===== src/rtl/elevator_call_scheduler_pkg.sv =====
// Shared types and constants for the elevator call scheduler (package elevator_pkg).
package elevator_pkg;

  typedef enum logic [1:0] {
    IDLE   = 2'd0,
    TRAVEL = 2'd1,
    DWELL  = 2'd2
  } state_t;

  localparam int DEF_NUM_FLOORS = 10;
  localparam int DEF_FLOOR_W    = 4;

  localparam logic DIR_UP   = 1'b1;
  localparam logic DIR_DOWN = 1'b0;

endpackage


===== src/rtl/elevator_next_floor_sel.sv =====
// Combinational SCAN search: nearest pending floor ahead in i_dir, else nearest
// floor on the other side with the direction flipped.
module elevator_next_floor_sel
  import elevator_pkg::*;
#(
  parameter int NUM_FLOORS = DEF_NUM_FLOORS,
  parameter int FLOOR_W    = DEF_FLOOR_W
) (
  input  logic [NUM_FLOORS-1:0] i_pending,
  input  logic [FLOOR_W-1:0]    i_cur,
  input  logic                  i_dir,
  output logic [FLOOR_W-1:0]    o_target,
  output logic                  o_valid,
  output logic                  o_new_dir
);

  logic               w_up_v;
  logic               w_dn_v;
  logic [FLOOR_W-1:0] w_up_t;
  logic [FLOOR_W-1:0] w_dn_t;

  // Scanning toward the car leaves the nearest hit as the last assignment.
  always_comb begin
    w_up_v = 1'b0;
    w_up_t = '0;
    for (int i = NUM_FLOORS - 1; i >= 0; i--) begin
      if (i_pending[i] && (i > int'(i_cur))) begin
        w_up_v = 1'b1;
        w_up_t = FLOOR_W'(i);
      end
    end
  end

  always_comb begin
    w_dn_v = 1'b0;
    w_dn_t = '0;
    for (int i = 0; i < NUM_FLOORS; i++) begin
      if (i_pending[i] && (i < int'(i_cur))) begin
        w_dn_v = 1'b1;
        w_dn_t = FLOOR_W'(i);
      end
    end
  end

  always_comb begin
    o_valid   = 1'b0;
    o_target  = '0;
    o_new_dir = i_dir;
    if (i_dir == DIR_UP) begin
      if (w_up_v) begin
        o_valid  = 1'b1;
        o_target = w_up_t;
      end else if (w_dn_v) begin
        o_valid   = 1'b1;
        o_target  = w_dn_t;
        o_new_dir = DIR_DOWN;
      end
    end else begin
      if (w_dn_v) begin
        o_valid  = 1'b1;
        o_target = w_dn_t;
      end else if (w_up_v) begin
        o_valid   = 1'b1;
        o_target  = w_up_t;
        o_new_dir = DIR_UP;
      end
    end
  end

endmodule


===== src/rtl/elevator_call_scheduler.sv =====
// SCAN call scheduler feeding an elevator car controller.
// Optional fire recall to floor 0 is built when SCHED_FIRE_RECALL_EN is defined.
module elevator_call_scheduler
  import elevator_pkg::*;
#(
  parameter int NUM_FLOORS   = DEF_NUM_FLOORS,
  parameter int FLOOR_W      = DEF_FLOOR_W,
  parameter int DWELL_CYCLES = 4
) (
  input  logic                  clk,
  input  logic                  rst,
  input  logic [NUM_FLOORS-1:0] call_btn,
  input  logic [FLOOR_W-1:0]    current_floor,
  input  logic                  moving,
`ifdef SCHED_FIRE_RECALL_EN
  input  logic                  fire_recall,
`endif
  output logic [FLOOR_W-1:0]    request_floor,
  output logic [NUM_FLOORS-1:0] pending,
  output logic                  door_open,
  output logic                  sched_dir,
  output logic                  busy,
  output state_t                dbg_state
);

  localparam int CNT_W = (DWELL_CYCLES < 2) ? 1 : $clog2(DWELL_CYCLES + 1);

  state_t                r_state;
  logic [FLOOR_W-1:0]    r_req;
  logic [NUM_FLOORS-1:0] r_pending;
  logic                  r_door;
  logic                  r_dir;
  logic                  r_busy;
  logic [CNT_W-1:0]      r_cnt;

  state_t                w_state_nx;
  logic [FLOOR_W-1:0]    w_req_nx;
  logic [NUM_FLOORS-1:0] w_pending_nx;
  logic [NUM_FLOORS-1:0] w_clear;
  logic                  w_door_nx;
  logic                  w_dir_nx;
  logic [CNT_W-1:0]      w_cnt_nx;

  logic                  w_cur_ok;
  logic [FLOOR_W-1:0]    w_sel_target;
  logic                  w_sel_valid;
  logic                  w_sel_dir;
  logic                  w_between;

  // Out-of-range positions are "no floor": no arrival, no clear, no wrap.
  assign w_cur_ok = (int'(current_floor) < NUM_FLOORS);

  elevator_next_floor_sel #(
    .NUM_FLOORS (NUM_FLOORS),
    .FLOOR_W    (FLOOR_W)
  ) u_sel (
    .i_pending (r_pending),
    .i_cur     (current_floor),
    .i_dir     (r_dir),
    .o_target  (w_sel_target),
    .o_valid   (w_sel_valid),
    .o_new_dir (w_sel_dir)
  );

  // A nearer call ahead of the car, short of the current target, steals the stop.
  assign w_between = (r_dir == DIR_UP) ? (w_sel_target < r_req) : (w_sel_target > r_req);

`ifdef SCHED_FIRE_RECALL_EN
  logic r_recall;
`endif

  always_comb begin
    w_state_nx = r_state;
    w_req_nx   = r_req;
    w_dir_nx   = r_dir;
    w_door_nx  = 1'b0;
    w_cnt_nx   = '0;
    w_clear    = '0;

    case (r_state)
      IDLE: begin
        w_req_nx = current_floor;
        if (w_cur_ok && r_pending[current_floor]) begin
          w_state_nx = DWELL;
        end else if (w_sel_valid) begin
          w_req_nx   = w_sel_target;
          w_dir_nx   = w_sel_dir;
          w_state_nx = TRAVEL;
        end
      end
      TRAVEL: begin
        if (w_cur_ok && (current_floor == r_req) && !moving) begin
          w_state_nx = DWELL;
        end else if (w_sel_valid && (w_sel_dir == r_dir) && w_between) begin
          w_req_nx = w_sel_target;
        end
      end
      DWELL: begin
        if (r_cnt == CNT_W'(DWELL_CYCLES)) begin
          w_state_nx = IDLE;
        end else begin
          w_cnt_nx  = r_cnt + 1'b1;
          w_door_nx = 1'b1;
        end
      end
      default: w_state_nx = IDLE;
    endcase

`ifdef SCHED_FIRE_RECALL_EN
    // First recall cycle forces travel to floor 0; afterwards the FSM runs on
    // an empty call set and the door is held open once parked.
    if (fire_recall) begin
      if (!r_recall) begin
        w_state_nx = TRAVEL;
        w_req_nx   = '0;
        w_door_nx  = 1'b0;
        w_cnt_nx   = '0;
      end else if (w_state_nx == IDLE) begin
        w_req_nx  = (r_state == IDLE) ? current_floor : r_req;
        w_door_nx = 1'b1;
      end
    end
`endif

    if ((w_state_nx == DWELL) && w_cur_ok) begin
      w_clear = NUM_FLOORS'(1) << current_floor;
    end
    w_pending_nx = (r_pending | call_btn) & ~w_clear;

`ifdef SCHED_FIRE_RECALL_EN
    if (fire_recall) begin
      w_pending_nx = '0;
    end
`endif
  end

  always_ff @(posedge clk) begin
    if (!rst) begin
      r_state   <= IDLE;
      r_req     <= '0;
      r_pending <= '0;
      r_door    <= 1'b0;
      r_dir     <= DIR_UP;
      r_busy    <= 1'b0;
      r_cnt     <= '0;
    end else begin
      r_state   <= w_state_nx;
      r_req     <= w_req_nx;
      r_pending <= w_pending_nx;
      r_door    <= w_door_nx;
      r_dir     <= w_dir_nx;
      r_busy    <= (w_state_nx != IDLE);
      r_cnt     <= w_cnt_nx;
    end
  end

`ifdef SCHED_FIRE_RECALL_EN
  always_ff @(posedge clk) begin
    if (!rst) begin
      r_recall <= 1'b0;
    end else begin
      r_recall <= fire_recall;
    end
  end
`endif

  assign request_floor = r_req;
  assign pending       = r_pending;
  assign door_open     = r_door;
  assign sched_dir     = r_dir;
  assign busy          = r_busy;
  assign dbg_state     = r_state;

endmodule


===== config.mk =====
export PLATFORM = sky130hd
export DESIGN_NAME = elevator_call_scheduler
export DESIGN_NICKNAME = d
export VERILOG_FILES = /design/src/rtl/elevator_call_scheduler_pkg.sv /design/src/rtl/elevator_next_floor_sel.sv /design/src/rtl/elevator_call_scheduler.sv
export SDC_FILE = /design/constraint.sdc
export NUM_CORES = 1
export LEC_CHECK = 0
export ABC_AREA = 0
export BUFFER_PORTS_ARGS = -buffer_cell sky130_fd_sc_hd__buf_2
export CORE_MARGIN = 5
export CORE_UTILIZATION = 55
export DETAILED_ROUTE_END_ITERATION = 7
export PLACE_DENSITY = 0.9
export SLEW_MARGIN = 5
export SYNTH_ARGS = -nofsm -noshare
export SYNTH_HDL_FRONTEND = slang
export SYNTH_SLANG_ARGS = --single-unit

===== constraint.sdc =====
create_clock -name clk -period 3.8 [get_ports clk]
set_input_delay 0.76 -clock clk [delete_from_list [all_inputs] [get_ports clk]]
set_output_delay 0.76 -clock clk [all_outputs]
set_load 0.005 [all_outputs]

---- After elaboration in Yosys (flattened, before gate mapping) ----
Index checks and enable logic that the tools add are counted.
cells by class
  shifts and indexed selects .............. 1
  mux-type cells .......................... 66
  add/sub/neg operators ................... 1
  reductions and logical operators ........ 33
  $lt $le $gt $ge ......................... 23
  bitwise logic cells ..................... 6
  equality and inequality tests ........... 8
operators with widths
  kind                                                count
  2-to-1 mux 4 bit                                    20
  2-to-1 mux 1 bit                                    32
  logical AND 1 bit                                   25
  > comparator 3 x 4 -> 1 bit, first input constant   4
  < comparator 3 x 4 -> 1 bit, first input constant   4
  2-to-1 mux 2 bit                                    6
  2-to-1 mux 3 bit                                    4
  AND 10 bit                                          1
  2-to-1 mux 10 bit                                   1
  inverter 10 bit                                     1
  bitwise OR 10 bit                                   1
  << shifter 1 x 4 -> 10 bit, first input constant    1
  > comparator 2 x 4 -> 1 bit, first input constant   2
  > comparator 4 bit, first input constant            2
  < comparator 1 x 4 -> 1 bit, first input constant   2
  < comparator 2 x 4 -> 1 bit, first input constant   2
  < comparator 4 bit, first input constant            2
  case mux 4 bit (2 select lines)                     1
  case mux 2 bit (3 select lines)                     1
  AND reduction 3 bit                                 2
  < comparator 4 x 5 -> 1 bit, second input constant  1
  binary-select mux 1 bit (select 4 bit)              1
  equality test 2 bit, second input constant          2
  equality test 4 bit                                 1
  other kinds (15)                                    19
storage, ports and cells
  output and inout port bits .............. 19
  word-level logic and storage cells ...... 145
  flip-flop bits (word level) ............. 22
  input bits .............................. 17

---- Longest topological paths before layout ----
Gate-level depths: netlist (run 1).
  depth in word-level cells ............... 23
  mapped depth ............................ 15
  mapped depth without buffers ............ 12

---- Hierarchy ----
Synthesis (run 1) repeated with hierarchy kept, for this count alone.
second synthesis, totals
  cell total of the unflattened synthesis .. 247
  area, all modules ....................... 1996.9 um^2
modules (own cells, without submodules)
  module                   seq. area each (um^2)  cells each  area an instance (um^2)  times used
  elevator_call_scheduler  440.4                  149         1385.1                   1
  elevator_next_floor_sel  0.0                    98          611.8                    1

---- Worst setup path after synthesis (run 1) ----
No wires, ideal clock.
  kind .................................... input to register
  start ................................... input port current_floor[2]
  end ..................................... register r_req[0] (netlist: request_floor[0])
  buffers on the path ..................... 1
  data arrival time ....................... 3.302 ns
  stages on the path ...................... 12
  setup time .............................. 0.116 ns
  slack ................................... 0.382 ns
  cell sequence ........................... buf_2 > or4_1 > a41oi_2 > o22ai_1 > and2_1 > ha_1 > nand2_1 > o21bai_1 > and2_0 > a41o_1 > or2_4 > a41o_1
between the ends
  word-level cells in the longest chain between the ends .. 20
RTL lines
  element                                                RTL line                                                      RTL
  start, declared                                        elevator_call_scheduler.sv:13                                 input logic [FLOOR_W-1:0] current_floor,
  < comparator 1 x 4 -> 1 bit                            elevator_next_floor_sel.sv:38                                 if (i_pending[i] && (i < int'(i_cur))) begin
  logical AND 1 bit                                      elevator_next_floor_sel.sv:38
  2-to-1 mux 1 bit (10 in series)                        elevator_next_floor_sel.sv:38
  2-to-1 mux 4 bit or 2-to-1 mux 1 bit (tied branches)   elevator_next_floor_sel.sv:53                                 end else if (w_dn_v) begin
  2-to-1 mux 4 bit or 2-to-1 mux 1 bit (tied branches)   elevator_next_floor_sel.sv:50                                 if (w_up_v) begin
  2-to-1 mux 4 bit or 2-to-1 mux 1 bit (tied branches)   elevator_next_floor_sel.sv:49                                 if (i_dir == DIR_UP) begin
  > comparator 4 bit, or another cell as far along       elevator_call_scheduler.sv:66                                 assign w_between = (r_dir == DIR_UP) ? (w_sel_target < r_req) : (w_sel_target > r_req);
  2-to-1 mux 1 bit or logical AND 1 bit (tied branches)  elevator_call_scheduler.sv:66, elevator_call_scheduler.sv:94
  logical AND 1 bit                                      elevator_call_scheduler.sv:94                                 end else if (w_sel_valid && (w_sel_dir == r_dir) && w_between) begin
  inequality test 2 bit (no line)                        -
  AND reduction 3 bit (no line)                          -
  end signal, assigned                                   elevator_call_scheduler.sv:148                                r_req <= w_req_nx;
  end, declared                                          elevator_call_scheduler.sv:29                                 logic [FLOOR_W-1:0] r_req;
Parallel ways exist; a longest one is shown, timed or not. The select of a mux whose other input is x is not followed.
A chain may end at the register's enable or synchronous reset.

---- Final worst setup path (run 1) ----
  start ................................... input port current_floor[1]
  end ..................................... register r_req[0] (netlist: request_floor[0])
The elaborated chain is that of the path after synthesis.

==> flow_metrics.env, run 1 <==
export IMPL_status="finished, final reports clean"
export IMPL_finalCritPeriodShare_pct=89.32
export IMPL_relSlewSlack_pct=60.58
export IMPL_synth_edf_count=0
export IMPL_clk_latency_ps=300
export IMPL_tightest_slew_ps=587.7
export IMPL_seq_area_um2=440.4
export IMPL_ys_top_cells_by_area="dfxtp_1 (24%), o21ai_0 (6.5%), a31oi_1 (4.1%)"
export IMPL_start_util_pct=56.08
export IMPL_crit_top_cell="a2bb2oi_1"
export IMPL_ys_ff_latch=22
export IMPL_cp_max_fo=21
export IMPL_via_per_inst=6.325
export IMPL_min_period_ps=3394
export IMPL_ys_flop_type="dfxtp_1"
export IMPL_cp_required_ps=4010
export IMPL_vias=2005
export IMPL_hold_class="flip-flop to flip-flop"
export IMPL_grt_usage_pct=23.40
export IMPL_synth_cells=238
export IMPL_peakVddDrop_v=0.0002686
export IMPL_syn_cell_area_um2=1842
export IMPL_synth_area_per_cell_um2=7.739
export IMPL_synth_most_common_cell="o21ai_0"
export IMPL_powerDensity_nw_per_um2=368.2
export IMPL_r2r_start="pending[3]"
export IMPL_cts_repair_resized=0
export IMPL_cts_sinks=22
export IMPL_dieArea_um2=4606
export IMPL_slew_violations=0
export IMPL_switching_share_pct=38.24
export IMPL_p_sw_uw=294.6
export IMPL_syn_nets=261
export IMPL_coreArea_um2=3284
export IMPL_yosys_warnings=0
export IMPL_port_buffers=35
export IMPL_ys_types=57
export IMPL_async_flop_share_pct=0
export IMPL_postCtsSetupRepairBufs=0
export IMPL_final_hold_violation_count=0
export IMPL_cts_root_buf="clkbuf_4"
export IMPL_max_freq_ghz=0.2946
export IMPL_tns_ps=0
export IMPL_drt_iter0_markers=214
export IMPL_path_cells="buf_2 -> a2bb2oi_1 -> o41ai_4 -> a41oi_2 -> o32ai_1 -> ha_1 -> nor2b_1 -> o21bai_1 -> a2bb2oi_1 -> and4_1 -> or2_4 -> a41o_1"
export IMPL_fin_nets=295
export IMPL_grt_pass1_vias=1702
export IMPL_setup_violations=0
export IMPL_seq_power_share_pct=40.1
export IMPL_io_pins=36
export IMPL_slowest_stage="o41ai_4"
export IMPL_crit_start="current_floor[1]"
export IMPL_worstHoldStart="r_cnt[0]"
export IMPL_cts_max_path_buffers=2
export IMPL_synth_top_cell_area_share_pct=23.91
export IMPL_critPathKind="input port to flip-flop"
export IMPL_grt_overflow_total=0
export IMPL_ctsHoldBuffers=0
export IMPL_cap_violations=0
export IMPL_crit_arrival_ps=3610
export IMPL_path_clk_slew_ps=120
export IMPL_fill_cells=308
export IMPL_first_pass_iters=5
export IMPL_rsz0062_at_grt="false"
export IMPL_p_comb_share_pct=43.5
export IMPL_cts_tree="done"
export IMPL_drive_gt1_share_pct=21.40
export IMPL_grt_max_degree=22
export IMPL_routedWlPerCell_um=16.08
export IMPL_synth_area_leader_cell="dfxtp_1"
export IMPL_htreeDepth=1
export IMPL_gp_congestion=1.031
export IMPL_ys_seq_area_share_pct=23.91
export IMPL_max_stage_delay_ps=420
export IMPL_holdWs_ps=451.9
export IMPL_skew_ps=4.135
export IMPL_die_y_um=67.87
export IMPL_diodes=0
export IMPL_drtAntennaViolNets=0
export IMPL_hold_depth=1
export IMPL_cts_buffers=3
export IMPL_p_leak_nw=0.8770
export IMPL_rows=21
export IMPL_r2r_cells=12
export IMPL_grt_pass1_wl_um=8252
export IMPL_internal_power_uw=475.7
export IMPL_crit_path_end_kind="flip-flop"
export IMPL_cp_start_kind="input port"
export IMPL_hpwl_um=3871
export IMPL_drc=0
export IMPL_multi_input_area_um2=1244
export IMPL_pwr_share_clk_pct=16.4
export IMPL_antenna_found_initial=0
export IMPL_area_delta_synth_final_pct=13.59
export IMPL_die_width_um=67.87
export IMPL_ys_top_cells_by_count="o21ai_0 (24), dfxtp_1 (22), nand2_1 (15)"
export IMPL_finalWirelength_um=5097
-- cell type report --
cell class / instances / area share (%)
flip-flops and latches: 22 / 21.05
clock buffers: 4 / 1.734
well taps: 46 / 2.751
repair buffers: 47 / 12.68
multi-input cells: 185 / 59.45
inverters: 13 / 2.333
-- through the flow --
step	cell area, um^2	setup slack, ps	instances	total power, mW	util [%]
after global routing	2092	260.6	317	0.8315	63.70
after detailed placement	2056	82.51	313	0.6433	62.59
final	2092	405.8	317	0.7703	63.70
after floorplan	1842	382.1	238	0.5409	-
after CTS	2092	426.4	317	0.7709	63.70
after global placement	2056	186.8	313	0.6389	62.59
-- state kept, by name, summed over array words and instances (netlist names) --
| name | cells |
|---|---|
| request_floor | 4 |
| r_cnt | 3 |
| door_open | 1 |
| pending | 10 |
| dbg_state | 2 |
| sched_dir | 1 |
| busy | 1 |
-- routing by layer --
layer | vias up | share of wire [%] | global-route usage, %
met3 | 6 | 8.4 | 2.135
met4 | 0 | 0.73 | 5.955
met2 | 98 | 45 | 36.45
li1 | 971 | - | -
met1 | 930 | 46 | 34.53
met5 | - | 0 | 0
-- critical path, delay by kind of cell --
family / cells / cell delay (ps)
AOI/OAI and AO/OA: 7 / 1560
adders and majority gates: 1 / 310
buffers and inverters: 1 / 320
and+or+nand+nor: 3 / 660
-- worst paths after layout --
| kind | slack [ps] | to |
|---|---|---|
| min reg2reg | 450 | r_cnt[0] |
| max | 410 | request_floor[0] |
| min | 450 | r_cnt[0] |
| max reg2reg | 600 | request_floor[0] |
-- power by group through the flow --
stage	sequential [mW]	combinational (mW)	clock, mW
floorplan	0.296	0.245	0
global placement	0.312	0.327	0
detailed placement	0.312	0.332	0
CTS	0.307	0.333	0.132
global route	0.315	0.374	0.142
finish	0.309	0.335	0.127
-- kinds of logic after synthesis --
family,synth area share [%]
AOI/OAI and AO/OA,37.37
and+or+nand+nor,21.94
buffers and inverters,8.559
DFF,23.91
adders and majority gates,4.076
muxes,2.717
xor gates and xnor gates,1.427
-- cells in the final DEF, fill, tap and decap left out, types with 4 or more instances in the layout --
cell	synthesis	layout
inv_1	12	12
o21ai_0	24	24
ha_1	6	6
a31oi_1	12	12
dfxtp_1	22	22
nor3_1	4	4
mux2i_1	5	5
nor2b_1	7	7
nand4_1	4	4
o21a_1	5	5
a21oi_1	8	8
and2_1	7	7
nor2_1	10	10
buf_4	2	12
o211ai_1	4	4
nand2_1	15	15
o22ai_1	5	5
nand3_1	12	12
buf_2	7	35
Note: power is estimated with default switching activity, not from simulation.
==> inputs of run 2 (changes only) <==
--- a/config.mk
+++ b/config.mk
@@ -7,6 +7,7 @@
 export LEC_CHECK = 0
 export ABC_AREA = 0
 export BUFFER_PORTS_ARGS = -buffer_cell sky130_fd_sc_hd__buf_2
+export CORE_ASPECT_RATIO = 1.4
 export CORE_MARGIN = 5
 export CORE_UTILIZATION = 55
 export DETAILED_ROUTE_END_ITERATION = 7
==> constraint.sdc (replaced) <==
create_clock -name clk -period 3.5 [get_ports clk]
set_input_delay 0.7 -clock clk [delete_from_list [all_inputs] [get_ports clk]]
set_output_delay 0.7 -clock clk [all_outputs]
set_load 0.005 [all_outputs]
==> run 2 against run 1 <==
- routed wire length rose by 6.0%
- via count rose by 3.3%
- critical path type unchanged
- clock skew fell by 3.4 ps
==> flow_metrics.env, run 2 (synthesis results as in run 1) <==
export IMPL_utilization_pct=67.55
export IMPL_max_freq_ghz=0.3021
export IMPL_io_pins=36
export IMPL_routedWlPerCell_um=16.57
export IMPL_postCtsSetupRepairBufs=0
export IMPL_cts_buffers=3
export IMPL_crit_arrival_ps=3470
export IMPL_layout_commonest_cell="buf_2"
export IMPL_port_buffers=35
export IMPL_hold_class="flip-flop to flip-flop"
export IMPL_drt_iter0_markers=112
export IMPL_cp_max_fo=11
export IMPL_total_power_uw=957.7
export IMPL_finalWirelength_um=5401
export IMPL_placed_area_um2=2161
export IMPL_grt_usage_pct=25.16
export IMPL_first_pass_iters=4
export IMPL_finalInstanceArea_um2=2240
export IMPL_dieArea_um2=4622
export IMPL_rows=25
export IMPL_hpwl_um=4187
export IMPL_status="finished, final reports clean"
export IMPL_via_per_inst=6.356
export IMPL_min_period_ps=3310
export IMPL_skew_ps=0.7569
export IMPL_cts_root_buf="clkbuf_8"
export IMPL_drive_gt1_share_pct=25.87
export IMPL_ctsHoldBuffers=0
export IMPL_grt_pass1_vias=2040
export IMPL_slew_violations=0
export IMPL_path_clk_slew_ps=80
export IMPL_area_delta_synth_final_pct=21.60
export IMPL_vias=2072
export IMPL_cts_sinks=22
export IMPL_drtAntennaViolNets=0
export IMPL_diodes=0
export IMPL_powerDensity_nw_per_um2=427.6
export IMPL_critPathKind="input port to flip-flop"
export IMPL_crit_path_end_kind="flip-flop"
export IMPL_p_leak_nw=0.9662
export IMPL_cts_tree="done"
export IMPL_antenna_found_initial=0
export IMPL_die_width_um=58.91
export IMPL_grt_pass1_wl_um=9197
export IMPL_htreeDepth=1
export IMPL_cts_max_path_buffers=2
export IMPL_grt_overflow_total=0
export IMPL_grt_max_degree=21
export IMPL_clk_latency_ps=260
export IMPL_cp_start_kind="input port"
export IMPL_gp_congestion=1.007
export IMPL_drc=0
export IMPL_setup_violations=0
export IMPL_cts_repair_resized=0
export IMPL_rsz0062_at_grt="true"
export IMPL_final_hold_violation_count=0
export IMPL_largest_reg_flops=10
export IMPL_relSlewSlack_pct=47.15
export IMPL_fin_nets=310
export IMPL_layout_common_cells="buf_2 (35), buf_4 (27), o21ai_0 (24), dfxtp_1 (22), nand2_1 (15)"
export IMPL_coreArea_um2=3316
export IMPL_peakVddDrop_v=0.0004437
export IMPL_die_y_um=78.47
export IMPL_tightest_slew_ps=792.8
export IMPL_cap_violations=0
export IMPL_cp_required_ps=3660
export IMPL_finalCritPeriodShare_pct=94.57
export IMPL_start_util_pct=55.55
## run 2: changes by cell type in the layout (fill, tap and decap cells not counted)
cell       previous run  this run
buf_4                12        27
clkbuf_4              3         0
clkbuf_8              1         3
bufinv_16             0         1
o32ai_1               2         1
o32ai_2               0         1
## run 2: metal layers
metal  wire (um)  track usage, %  share of wire [%]
met1        2217           31.11                 41
met2        2710           41.70                 50
met3         298           2.796                5.5
met4         175           12.93                3.2
met5           0               0                  0
## run 2: worst max-delay path, stage by stage
cell and delay, ps:
buf_2 190, o21ba_2 210, o41ai_4 440, a41oi_2 240, o32ai_2 260, ha_1 290
nor2b_1 150, o21bai_1 170, a2bb2oi_1 80, and4_1 250, or2_4 280, a41o_1 200
## run 2: area by class of cell
| cell class | count | area (um^2) |
|---|---|---|
| clock inverters | 1 | 30.03 |
| multi-input cells | 185 | 1251 |
| fillers | 308 | 1076 |
| flip-flops and latches | 22 | 440.4 |
| repair buffers | 62 | 377.9 |
| well taps | 40 | 50.05 |
| inverters | 13 | 48.80 |
| clock buffers | 3 | 41.29 |
## run 2: stage by stage
| stage | hold slack (ps) | worst slack [ps] | std cells | setup TNS [ps] |
|---|---|---|---|---|
| global placement | 430.0 | 43.03 | 322 | 0 |
| finish | 461.1 | 190.0 | 326 | 0 |
| floorplan | 417.3 | 142.1 | 238 | 0 |
| CTS | 464.8 | 164.6 | 326 | 0 |
| detailed placement | 448.7 | -66.00 | 322 | -66.00 |
| global route | 481.2 | -7.563 | 326 | -7.563 |
## run 2: power by group
part / internal, mW / total, mW / switching (mW)
Combinational: 0.188 / 0.395 / 0.207
Clock: 0.153 / 0.234 / 0.0816
Sequential: 0.283 / 0.328 / 0.0454
Total: 0.624 / 0.958 / 0.334
## run 2: final timing paths
kind | start | to | slack [ps] | cells past startpoint
setup / recovery | current_floor[2] | request_floor[0] | 190 | 12
hold / removal | r_cnt[0] | r_cnt[0] | 460 | 1
setup reg to reg | pending[3] | request_floor[0] | 340 | 12
hold reg to reg | r_cnt[0] | r_cnt[0] | 460 | 1
==> inputs of run 3 (changes only) <==
--- a/config.mk
+++ b/config.mk
@@ -9,10 +9,11 @@
 export BUFFER_PORTS_ARGS = -buffer_cell sky130_fd_sc_hd__buf_2
 export CORE_ASPECT_RATIO = 1.4
 export CORE_MARGIN = 5
-export CORE_UTILIZATION = 55
+export CORE_UTILIZATION = 56
 export DETAILED_ROUTE_END_ITERATION = 7
 export PLACE_DENSITY = 0.9
 export SLEW_MARGIN = 5
 export SYNTH_ARGS = -nofsm -noshare
 export SYNTH_HDL_FRONTEND = slang
+export SYNTH_HIERARCHICAL = 1
 export SYNTH_SLANG_ARGS = --single-unit
==> run 3 against run 2 <==
- global-route usage up 4.2 points
- largest cell class unchanged
- sequential power up 2%
- sequential cell count unchanged
- final cell count is 10% higher
- synthesized cell count increased by 3.8%
- combinational power up 40%
- critical path type unchanged
- clock skew rose by 1.6 ps
- via count is 18% higher
- the run now ends with negative setup slack left
- sequential share of layout area shrank 3.4 points
==> flow_metrics.env, run 3 <==
export IMPL_ys_types=73
export IMPL_crit_top_cell="buf_4"
export IMPL_grt_pass1_wl_um=11000
export IMPL_syn_cell_area_um2=1997
export IMPL_synth_compound_gate_area_share_pct=38.28
export IMPL_synth_cells=247
export IMPL_worst_path_buf_inv=4
export IMPL_setup_violations=4
export IMPL_p_leak_nw=1.199
export IMPL_skew_ps=2.350
export IMPL_clk_latency_ps=260
export IMPL_layout_common_cells="buf_4 (46), buf_2 (31), o21ai_0 (24), dfxtp_1 (22), inv_1 (19)"
export IMPL_start_util_pct=58.57
export IMPL_fill_cells=221
export IMPL_ys_top_cells_by_count="o21ai_0 (26), dfxtp_1 (22), inv_1 (19)"
export IMPL_async_flop_share_pct=0
export IMPL_synth_adder_area_share_pct=3.759
export IMPL_port_buffers=35
export IMPL_cp_start_kind="input port"
export IMPL_finalCritPeriodShare_pct=103.2
export IMPL_htreeDepth=1
export IMPL_cap_violations=0
export IMPL_syn_nets=270
export IMPL_fin_nets=343
export IMPL_routedWlPerCell_um=20.57
export IMPL_violations="negative setup slack"
export IMPL_slew_violations=0
export IMPL_cts_tree="done"
export IMPL_ys_flop_type="dfxtp_1"
export IMPL_path_cells="buf_12 -> buf_4 -> buf_4 -> o31ai_1 -> o2bb2ai_1 -> a31oi_1 -> o22ai_2 -> o21ai_0 -> o21ai_1 -> inv_1 -> ha_2 -> and4b_1 -> a211oi_2 -> and3_1 -> o311a_1 -> or2_4 -> o211a_1"
export IMPL_dieArea_um2=4877
export IMPL_coreArea_um2=3410
export IMPL_crit_family="compound AO/OA/AOI/OAI gates"
export IMPL_grt_max_degree=22
export IMPL_drc=0
export IMPL_diodes=0
export IMPL_synth_simple_area_share_pct=22.06
export IMPL_synth_top_family_by_area="compound AO/OA/AOI/OAI gates"
export IMPL_rows=25
export IMPL_ctsHoldBuffers=0
export IMPL_relSlewSlack_pct=67.82
export IMPL_antenna_found_initial=0
export IMPL_cp_required_ps=3660
export IMPL_powerDensity_nw_per_um2=415.2
export IMPL_grt_usage_pct=29.34
export IMPL_ys_ff_latch=22
export IMPL_largest_reg_flops=10
export IMPL_max_freq_ghz=0.2767
export IMPL_synth_area_per_cell_um2=8.085
export IMPL_layout_commonest_cell="buf_4"
export IMPL_crit_arrival_ps=3770
export IMPL_rsz0062_at_grt="true"
export IMPL_synth_area_leader_cell="dfxtp_1"
export IMPL_setup_ws_ps=-113.5
export IMPL_max_stage_delay_ps=360
export IMPL_path_clk_slew_ps=80
export IMPL_io_pins=36
export IMPL_synth_edf_count=0
export IMPL_synth_mux_area_fraction_pct=4.135
export IMPL_holdWs_ps=455.4
export IMPL_min_period_ps=3614
export IMPL_drive_gt1_share_pct=38.56
export IMPL_drt_iter0_markers=223
export IMPL_cts_max_path_buffers=2
export IMPL_gp_congestion=0.9754
export IMPL_hold_class="flip-flop to flip-flop"
export IMPL_peakVddDrop_v=0.0004855
export IMPL_via_per_inst=6.830
export IMPL_cp_max_fo=5
export IMPL_hpwl_um=4835
export IMPL_first_pass_iters=5
export IMPL_vias=2452
export IMPL_cts_root_buf="clkbuf_8"
export IMPL_cts_sinks=22
export IMPL_tightest_slew_ps=477.7
export IMPL_cts_buffers=3
export IMPL_synth_top_cell_area_share_pct=22.06
export IMPL_crit_path_end_kind="flip-flop"
export IMPL_yosys_warnings=6
export IMPL_drtAntennaViolNets=0
export IMPL_status="complete, but fails checks"
export IMPL_synth_most_common_cell="o21ai_0"
export IMPL_die_y_um=80.66
export IMPL_synthXorXnorAreaFrac_pct=1.754
export IMPL_grt_pass1_vias=2382
export IMPL_area_delta_synth_final_pct=35.71
export IMPL_grt_overflow_total=0
export IMPL_finalWirelength_um=7385
export IMPL_critPathKind="input port to flip-flop"
export IMPL_ff2ff_setup_slack_ps=20
export IMPL_slowest_stage="o311a_1"
export IMPL_ys_top_cells_by_area="dfxtp_1 (22%), o21ai_0 (6.5%), ha_1 (3.8%)"
export IMPL_utilization_pct=79.49
export IMPL_die_width_um=60.47
export IMPL_final_hold_violation_count=0
export IMPL_ys_seq_area_share_pct=22.06
-- run 3: area by class of cell --
type	count	area, um^2	share of cell area (%)
well taps	40	50.05	1.847
repair buffers	81	576.8	21.28
clock buffers	3	41.29	1.524
clock inverters	1	30.03	1.108
flip-flops and latches	22	440.4	16.25
multi-input cells	193	1500	55.36
inverters	19	71.32	2.632
-- run 3: path summary, 6_finish.rpt --
check,startpoint,to,cells past startpoint
min,r_cnt[0],r_cnt[0],1
min reg2reg,r_cnt[0],r_cnt[0],1
max,current_floor[0],request_floor[2],17
max reg2reg,pending[1],request_floor[2],13
-- run 3: metal layers --
metal	vias to the layer above	track usage, %	share of wire, %
met5	-	0	0
met4	0	21.69	6.7
met3	54	3.698	7.7
met2	165	49.78	50
met1	1157	32.10	36
li1	1076	-	-
-- run 3: cells by family after synthesis --
group,count (synthesis)
mux,8
fa+ha+maj,6
xor+xnor,4
flops,22
compound gates,98
buf+inv,32
simple gates,77
-- run 3: metrics by stage --
stage	cells	TNS, ps	setup WS, ps	power (mW)	cell area [um^2]
floorplan	247	0	2.370	0.6532	2031
global placement	352	-664.5	-194.1	0.8172	2485
detailed placement	352	-1232	-337.8	0.8369	2485
CTS	356	0	10.45	1.086	2599
global route	359	-669.7	-207.1	1.185	2710
finish	359	-263.3	-113.5	1.125	2710
-- run 3: power by group --
part / switching, mW / internal (mW) / leakage [nW] / total, mW
sequential: 0.0531 / 0.282 / 0.183 / 0.335
clock: 0.0838 / 0.153 / 0.0357 / 0.237
combinational: 0.290 / 0.264 / 0.980 / 0.554
total: 0.427 / 0.699 / 1.20 / 1.13
-- run 3: what timing repair did --
item / CTS / global route
cloned: 0 / 1
gates resized for setup: 11 / 15
buffers inserted: 0 / 2
endpoints found under the setup margin: 4 / 4
pin swaps: 4 / 13
